<file path="src/rtl/rect_filler.sv">
// ============================================================================
// Module   : rect_filler
// Purpose  : Fills an axis-aligned rectangle of a 1024-pixel-wide frame
//            buffer with one colour by pushing 8-pixel DDR2 write bursts.
// Revision : 1.0
// ============================================================================
`default_nettype none

module rect_filler #(
    parameter logic [30:0] FB_BASE = 31'h0010_0000
) (
    input  logic         clk,
    input  logic         rst,
    input  logic         valid,
    output logic         ready,
    input  logic [23:0]  color,
    input  logic [9:0]   x0,
    input  logic [9:0]   y0,
    input  logic [9:0]   x1,
    input  logic [9:0]   y1,
    input  logic         af_full,
    input  logic         wdf_full,
    output logic [30:0]  af_addr_din,
    output logic         af_wr_en,
    output logic [127:0] wdf_din,
    output logic [15:0]  wdf_mask_din,
    output logic         wdf_wr_en
);

    typedef enum logic [1:0] {
        S_IDLE = 2'd0,
        S_W1   = 2'd1,
        S_W2   = 2'd2
    } state_t;

    state_t         r_state;
    logic [9:0]     r_x0;
    logic [9:0]     r_x1;
    logic [9:0]     r_y1;
    logic [6:0]     r_cx;
    logic [9:0]     r_cy;
    logic [30:0]    r_addr;
    logic [127:0]   r_din;
    logic [15:0]    r_mask;

    logic           w_accept;
    logic           w_degen;
    logic           w_push1;
    logic           w_push2;
    logic           w_row_end;
    logic           w_last;
    logic [6:0]     w_next_cx;
    logic [9:0]     w_next_cy;

    function automatic logic [30:0] f_addr(input logic [6:0] cx, input logic [9:0] cy);
        return FB_BASE + {11'd0, cy, 10'd0} + {21'd0, cx, 3'd0};
    endfunction

    // Pixel p of word 'half' sits at x = {cx, half, p}; bytes outside [lo,hi] are masked.
    function automatic logic [15:0] f_mask(input logic [6:0] cx, input logic half,
                                           input logic [9:0] lo, input logic [9:0] hi);
        logic [15:0] m;
        logic [9:0]  px;
        m = 16'h0000;
        for (int p = 0; p < 4; p++) begin
            px = {cx, half, p[1:0]};
            if ((px < lo) || (px > hi))
                m[4*p +: 4] = 4'hF;
        end
        return m;
    endfunction

    assign w_accept  = valid && (r_state == S_IDLE);
    assign w_degen   = (x0 > x1) || (y0 > y1);
    assign w_push1   = (r_state == S_W1) && !af_full && !wdf_full;
    assign w_push2   = (r_state == S_W2) && !wdf_full;
    // Compare burst indices so x1 = 1023 ends the row without the cursor overflowing.
    assign w_row_end = (r_cx >= r_x1[9:3]);
    assign w_last    = w_row_end && (r_cy >= r_y1);
    assign w_next_cx = w_row_end ? r_x0[9:3] : r_cx + 7'd1;
    assign w_next_cy = w_row_end ? r_cy + 10'd1 : r_cy;

    // Enables are qualified by the live full flags so a push never meets a full FIFO.
    assign ready        = (r_state == S_IDLE);
    assign af_wr_en     = w_push1;
    assign wdf_wr_en    = w_push1 || w_push2;
    assign af_addr_din  = r_addr;
    assign wdf_din      = r_din;
    assign wdf_mask_din = r_mask;

    always_ff @(posedge clk) begin
        if (rst) begin
            r_state <= S_IDLE;
            r_x0    <= 10'd0;
            r_x1    <= 10'd0;
            r_y1    <= 10'd0;
            r_cx    <= 7'd0;
            r_cy    <= 10'd0;
            r_addr  <= 31'd0;
            r_din   <= 128'd0;
            r_mask  <= 16'hFFFF;
        end else begin
            case (r_state)
                S_IDLE: begin
                    if (w_accept) begin
                        r_x0  <= x0;
                        r_x1  <= x1;
                        r_y1  <= y1;
                        r_din <= {4{8'h00, color}};
                        if (!w_degen) begin
                            r_cx    <= x0[9:3];
                            r_cy    <= y0;
                            r_addr  <= f_addr(x0[9:3], y0);
                            r_mask  <= f_mask(x0[9:3], 1'b0, x0, x1);
                            r_state <= S_W1;
                        end
                    end
                end
                S_W1: begin
                    if (w_push1) begin
                        r_mask  <= f_mask(r_cx, 1'b1, r_x0, r_x1);
                        r_state <= S_W2;
                    end
                end
                S_W2: begin
                    if (w_push2) begin
                        if (w_last) begin
                            r_state <= S_IDLE;
                        end else begin
                            r_cx    <= w_next_cx;
                            r_cy    <= w_next_cy;
                            r_addr  <= f_addr(w_next_cx, w_next_cy);
                            r_mask  <= f_mask(w_next_cx, 1'b0, r_x0, r_x1);
                            r_state <= S_W1;
                        end
                    end
                end
                default: r_state <= S_IDLE;
            endcase
        end
    end

endmodule

`default_nettype wire

</file>
<file path="config.mk">
export PLATFORM = sky130hd
export DESIGN_NAME = rect_filler
export DESIGN_NICKNAME = d
export VERILOG_FILES = /design/src/rtl/rect_filler.sv
export SDC_FILE = /design/constraint.sdc
export NUM_CORES = 1
export LEC_CHECK = 0
export ABC_AREA = 0
export ABC_CLOCK_PERIOD_IN_PS = 3600
export CORE_ASPECT_RATIO = 1.4
export CORE_MARGIN = 4
export CORE_UTILIZATION = 28
export CTS_CLUSTER_DIAMETER = 80
export DETAILED_ROUTE_END_ITERATION = 12
export PLACE_DENSITY_LB_ADDON = 0.05
export SETUP_SLACK_MARGIN = 0.5
export SLEW_MARGIN = 5
export SYNTH_ARGS = -nofsm -noshare
export SYNTH_HDL_FRONTEND = slang
export SYNTH_SLANG_ARGS = --single-unit
</file>
<file path="constraint.sdc">
create_clock -name clk -period 3.6 [get_ports clk]
set_input_delay 0.72 -clock clk [delete_from_list [all_inputs] [get_ports clk]]
set_output_delay 0.72 -clock clk [all_outputs]
set_load 0.1 [all_outputs]
</file>
-- After elaboration in Yosys (flattened, before gate mapping)
Cells that the tools add are included.
- add/sub/neg operators: 6
- eq/ne operators: 7
- muxes and demuxes: 41
- magnitude comparators: 28
- reduce and logical (&&, ||, !) cells: 28
- operators with widths (kind ; count):
    $gt A10 B10 Y1 ; 14
    $mux W31 ; 4
    $lt A10 B10 Y1 ; 12
    $mux W16 ; 5
    $pmux W31 S2 ; 1
    $mux W10 ; 5
    $mux W4 ; 12
    $pmux W16 S3 ; 1
    $add A22 B10 Y23 ; 2
    $add A21 B20 Y22 const A ; 2
    $mux W7 ; 5
    $pmux W10 S2 ; 1
    $logic_or A1 B1 Y1 ; 14
    $pmux W7 S2 ; 1
    $add A10 B1 Y10 const B ; 1
    $ge A10 B10 Y1 ; 1
    $mux W2 ; 4
    $ne A2 B2 Y1 const B ; 4
    $add A7 B1 Y7 const B ; 1
    $ge A7 B7 Y1 ; 1
    $pmux W2 S3 ; 1
    $reduce_and A6 Y1 ; 1
    $logic_and A1 B1 Y1 ; 5
    $reduce_and A5 Y1 ; 1
    10 further kinds ; 11
- output and inout bits: 178
- bits in registers: 192
- logic and storage cells: 119

-- Logic depth before layout (Yosys ltp)
- word-level depth: 8
- depth in mapped cells: 16
- depth with buffers taken out: 15

-- Worst setup path before layout
No wires, ideal clock.
- kind: input -> output
- start point: in wdf_full
- end point: out wdf_wr_en
- stages on the path: 2
- required time: 2.880 ns
- data arrival time: 3.913 ns
- slack: -1.033 ns
- path through: nor3_1 > o21bai_1
- cells in the longest elaborated chain, start to end: 3
- elaborated cells on any way between the ends: 4
- those cells by class: reduce/logical (4)
- RTL lines (item ; line ; RTL):
    start: declaration ; 22 ; input logic wdf_full,
    $logic_not A1 Y1 (*) ; 75, 76 ;
    $logic_and A1 B1 Y1 (on tied branches) ; 75, 76 ;
    $logic_or A1 B1 Y1 (*) ; 86 ; assign wdf_wr_en = w_push1 || w_push2;
    end: declaration ; 27 ; output logic wdf_wr_en
Mark *: on every way between the ends. The rest lies on a longest branch, timed or not.

-- Worst setup path after layout
- start point: reg r_x1[5]
- end point: reg r_mask[3] (netlist: wdf_mask_din[3])
- cells in the longest elaborated chain, start to end: 8
- elaborated cells on any way between the ends: 16
- those cells by class: order compare (4); eq/ne (1); mux (7); reduce/logical (4)
- RTL lines (item ; line ; RTL):
    start: declaration ; 38 ; logic [9:0] r_x1;
    start signal: assignment ; 95 ; r_x1 <= 10'd0;
    start signal: assignment ; 107 ; r_x1 <= x1;
    $ge A7 B7 Y1 ; 78 ; assign w_row_end = (r_cx >= r_x1[9:3]);
    $mux W7 ; 80 ; assign w_next_cx = w_row_end ? r_x0[9:3] : r_cx + 7'd1;
    $lt A10 B10 Y1 or $gt A10 B10 Y1 (tied branches) ; 67 ; if ((px < lo) || (px > hi))
    $logic_or A1 B1 Y1 ; 67 ;
    $mux W4 ; 67 ;
    $mux W16 ; 127 ; if (w_last) begin
    $mux W16 ; 126 ; if (w_push2) begin
    $pmux W16 S3 ; 103 ; case (r_state)
    end signal: assignment ; 114 ; r_mask <= f_mask(x0[9:3], 1'b0, x0, x1);
    end signal: assignment ; 121 ; r_mask <= f_mask(r_cx, 1'b1, r_x0, r_x1);
    end signal: assignment ; 133 ; r_mask <= f_mask(w_next_cx, 1'b0, r_x0, r_x1);
    end: declaration ; 44 ; logic [15:0] r_mask;
Several ways; a longest one is shown, not always the timed one. The select of a mux whose other input is x is not followed.
A chain may end at the register's enable or synchronous reset.

==> summary.txt <==
Status - complete, no violations
CTS tree - built
HPWL Detailed - 17130 um
Clock Power Share - 15.5%
Critical path peak fanout - 7
Tcrit/Tclk final - 90.19%
Antenna violations before repair - 0
First-pass GRT wire length - 32710 um
Leakage power - 3.479 nW
Placed insts - 1229
Max Clock Freq - 308.0 MHz
Sw Pwr - 3.260 mW
Routed Antenna Nets - 0
Die width - 134.4 um
CTS H-tree lvls - 3
Vias per cell - 4.716
Ant diodes - 0
RSZ-0062 raised after global routing - true
Die height - 185.0 um
Layout Cells excl Fill - 1259
RePlAce Congestion - 0.8663
Clock Tree Buf Depth - 2
CP Data Required Time - 3.85 ns
Netlist cell types - 69
Layout cells sized above 1 - 17.46%
Internal - 2.683 mW
Io pins - 247
Total CTS buffers - 9
Drt pass-1 iters - 5
Full die area - 24880 um^2
Final total power - 5.943 mW
Synth warn - 0
Power per cell area - 680.8 nW/um^2
Synth Instances - 809
Minimum clock period - 3.247 ns
Clock transition at path regs - 0.07 ns
Syn Area/Cell - 7.747 um^2
Arrival time worst endpoint - 3.50 ns
Top post-synthesis cells by count - 133 x nand2_1, 131 x buf_4, 92 x a21oi_1
Most used routing layer - met2
Hold Slack - 0.4554 ns
GR Util met1 - 18.76%
Global-route usage over all layers - 16.83%
Post-Syn Area - 6267 um^2
Crit path kind - reg -> reg
Final net count - 1092
Clk sink count - 78
Clk_skew - 0.009596 ns
Synth async-reset ratio - 0%
Met2 Use GR - 32.42%
Clock latency at the later pin of the worst-skew pair - 0.35 ns
Most common cell in the netlist - nand2_1
Synth Flop Type - dfxtp_1
Synth top area share - 24.92%
Vias - 5937
CP Launch Type - flip-flop
Reg power frac - 18.3%
# DRC - 0
Net Sw Frac - 54.85%
Utilization of the core after routing - 39.79%
Min-Delay Path Class - reg -> reg
Largest net degree at the start of global routing - 40
Fill count - 2317
Synthesized flop and latch total - 78
Area leader, netlist - dfxtp_1
Core Rows - 64
Setup TNS - 0 ns
Synth top area cells - dfxtp_1 25%, buf_4 16%, ha_1 13%, nand2_1 8.0%, a21oi_1 7.3%
Vias in the first global route - 5760
Crit end category - flip-flop
GR Overflow Total - 0
PortBufs - 201
Routing usage on met3 - 2.717%
Post-synthesis sequential area ratio - 24.92%
Post-synth EDFFs - 0
WL final - 21850 um
Max IR drop VDD - 0.3568 mV
DRT iter0 DRCs - 301
Rel. slew slack - 31.76%
Starting Density - 28.56%
Fin. max-slew vios - 0
Hold Fails Final Rpt - 0
Combinational power share - 66.2%
Setup violators final - 0
Placeable core area - 21940 um^2
Per-cell routed wire length - 17.35 um
Root buffer cell - clkbuf_16
Worst-margin pin slew - 1.020 ns
Max cap viols - 0
Area Overhead vs Synth - 39.29%
[path summary, 6_finish.rpt]
path	from	endpoint	slack (ns)	cells past startpoint
setup / recovery	r_x1[5]	wdf_mask_din[3]	0.35	15
hold / removal	r_y1[3]	r_y1[3]	0.46	2
setup reg to reg	r_x1[5]	wdf_mask_din[3]	0.35	15
hold reg to reg	r_y1[3]	r_y1[3]	0.46	2
[per-layer routing]
| metal | up-vias | wire (um) |
|---|---|---|
| met5 | - | 0 |
| met4 | 0 | 428 |
| met2 | 184 | 11890 |
| li1 | 2921 | - |
| met3 | 30 | 1079 |
| met1 | 2802 | 8443 |
[registers in the layout (all words and copies together) (netlist names)]
signal / cells
wdf_din: 24
r_x0: 10
r_cx: 6
r_cy: 9
r_y1: 10
r_x1: 10
af_addr_din: 3
wdf_mask_din: 4
r_state: 2
[worst max-delay path, stage by stage, from the launching register on]
cell and delay, ns:
dfxtp_2 0.33, inv_2 0.05, ha_4 0.29, nand2_2 0.06
o21a_4 0.21, o21a_4 0.24, buf_6 0.13, o21ai_4 0.22
ha_4 0.24, o21ai_2 0.14, nor2_2 0.06, or4_4 0.51
or2_1 0.24, o311ai_1 0.09, nor3_1 0.10, o311ai_1 0.25
[power by group through the flow]
stage               combinational [mW]  clock (mW)  sequential, mW
floorplan                         2.35           0            1.58
global placement                  3.69           0            1.11
detailed placement                3.70           0            1.12
CTS                               3.93       0.956            1.09
global route                      4.17       0.986            1.11
finish                            3.93       0.920            1.09
[cell usage in the layout (no fill, tap or decap), drive strengths merged, types with 18 or more instances in the layout]
cell type,synthesis,final
dfxtp,78,78
conb,1,45
inv,63,66
buf,138,66
clkdlybuf4s50,0,187
ha,66,66
a21oi,98,98
o21ai,27,27
nor2,18,18
nand2,134,134
[cell type report]
cell class | instances | area (um^2) | share of cell area [%]
Clock buffer | 9 | 225.2 | 2.580
Clock inverter | 7 | 65.06 | 0.7453
Inverter | 63 | 239.0 | 2.738
Multi-Input combinational cell | 551 | 3777 | 43.27
Sequential cell | 78 | 1595 | 18.27
Tap cell | 297 | 371.6 | 4.257
Timing Repair Buffer | 254 | 2456 | 28.14
[what timing repair did]
| item | CTS | global route |
|---|---|---|
| resized for setup | 38 | 5 |
| gates cloned | 0 | 1 |
| pin swaps | 17 | 11 |
| setup buffers | 10 | 3 |
| hold buffers | 0 | 0 |
| setup endpoints to repair | 5 | 20 |
[cells by family after synthesis]
group	after synthesis	synth area share, %
simple gates	220	15.77
other cells	1	0.05983
fa+ha+maj	66	13.18
xor+xnor	7	0.9783
compound gates	205	22.20
flops	78	24.92
buf+inv	224	21.60
mux	8	1.298
[metrics by stage]
stage          worst slack [ns]  instance area, um^2
6_report                 0.3532                 8730
3_5_place_dp             0.1147                 8153
4_1_cts                  0.3454                 8665
5_1_grt                  0.1508                 8730
3_3_place_gp             0.1553                 8153
2_1_floorplan            0.2864                 6585
No activity file was read; power rests on OpenSTA's default activity.
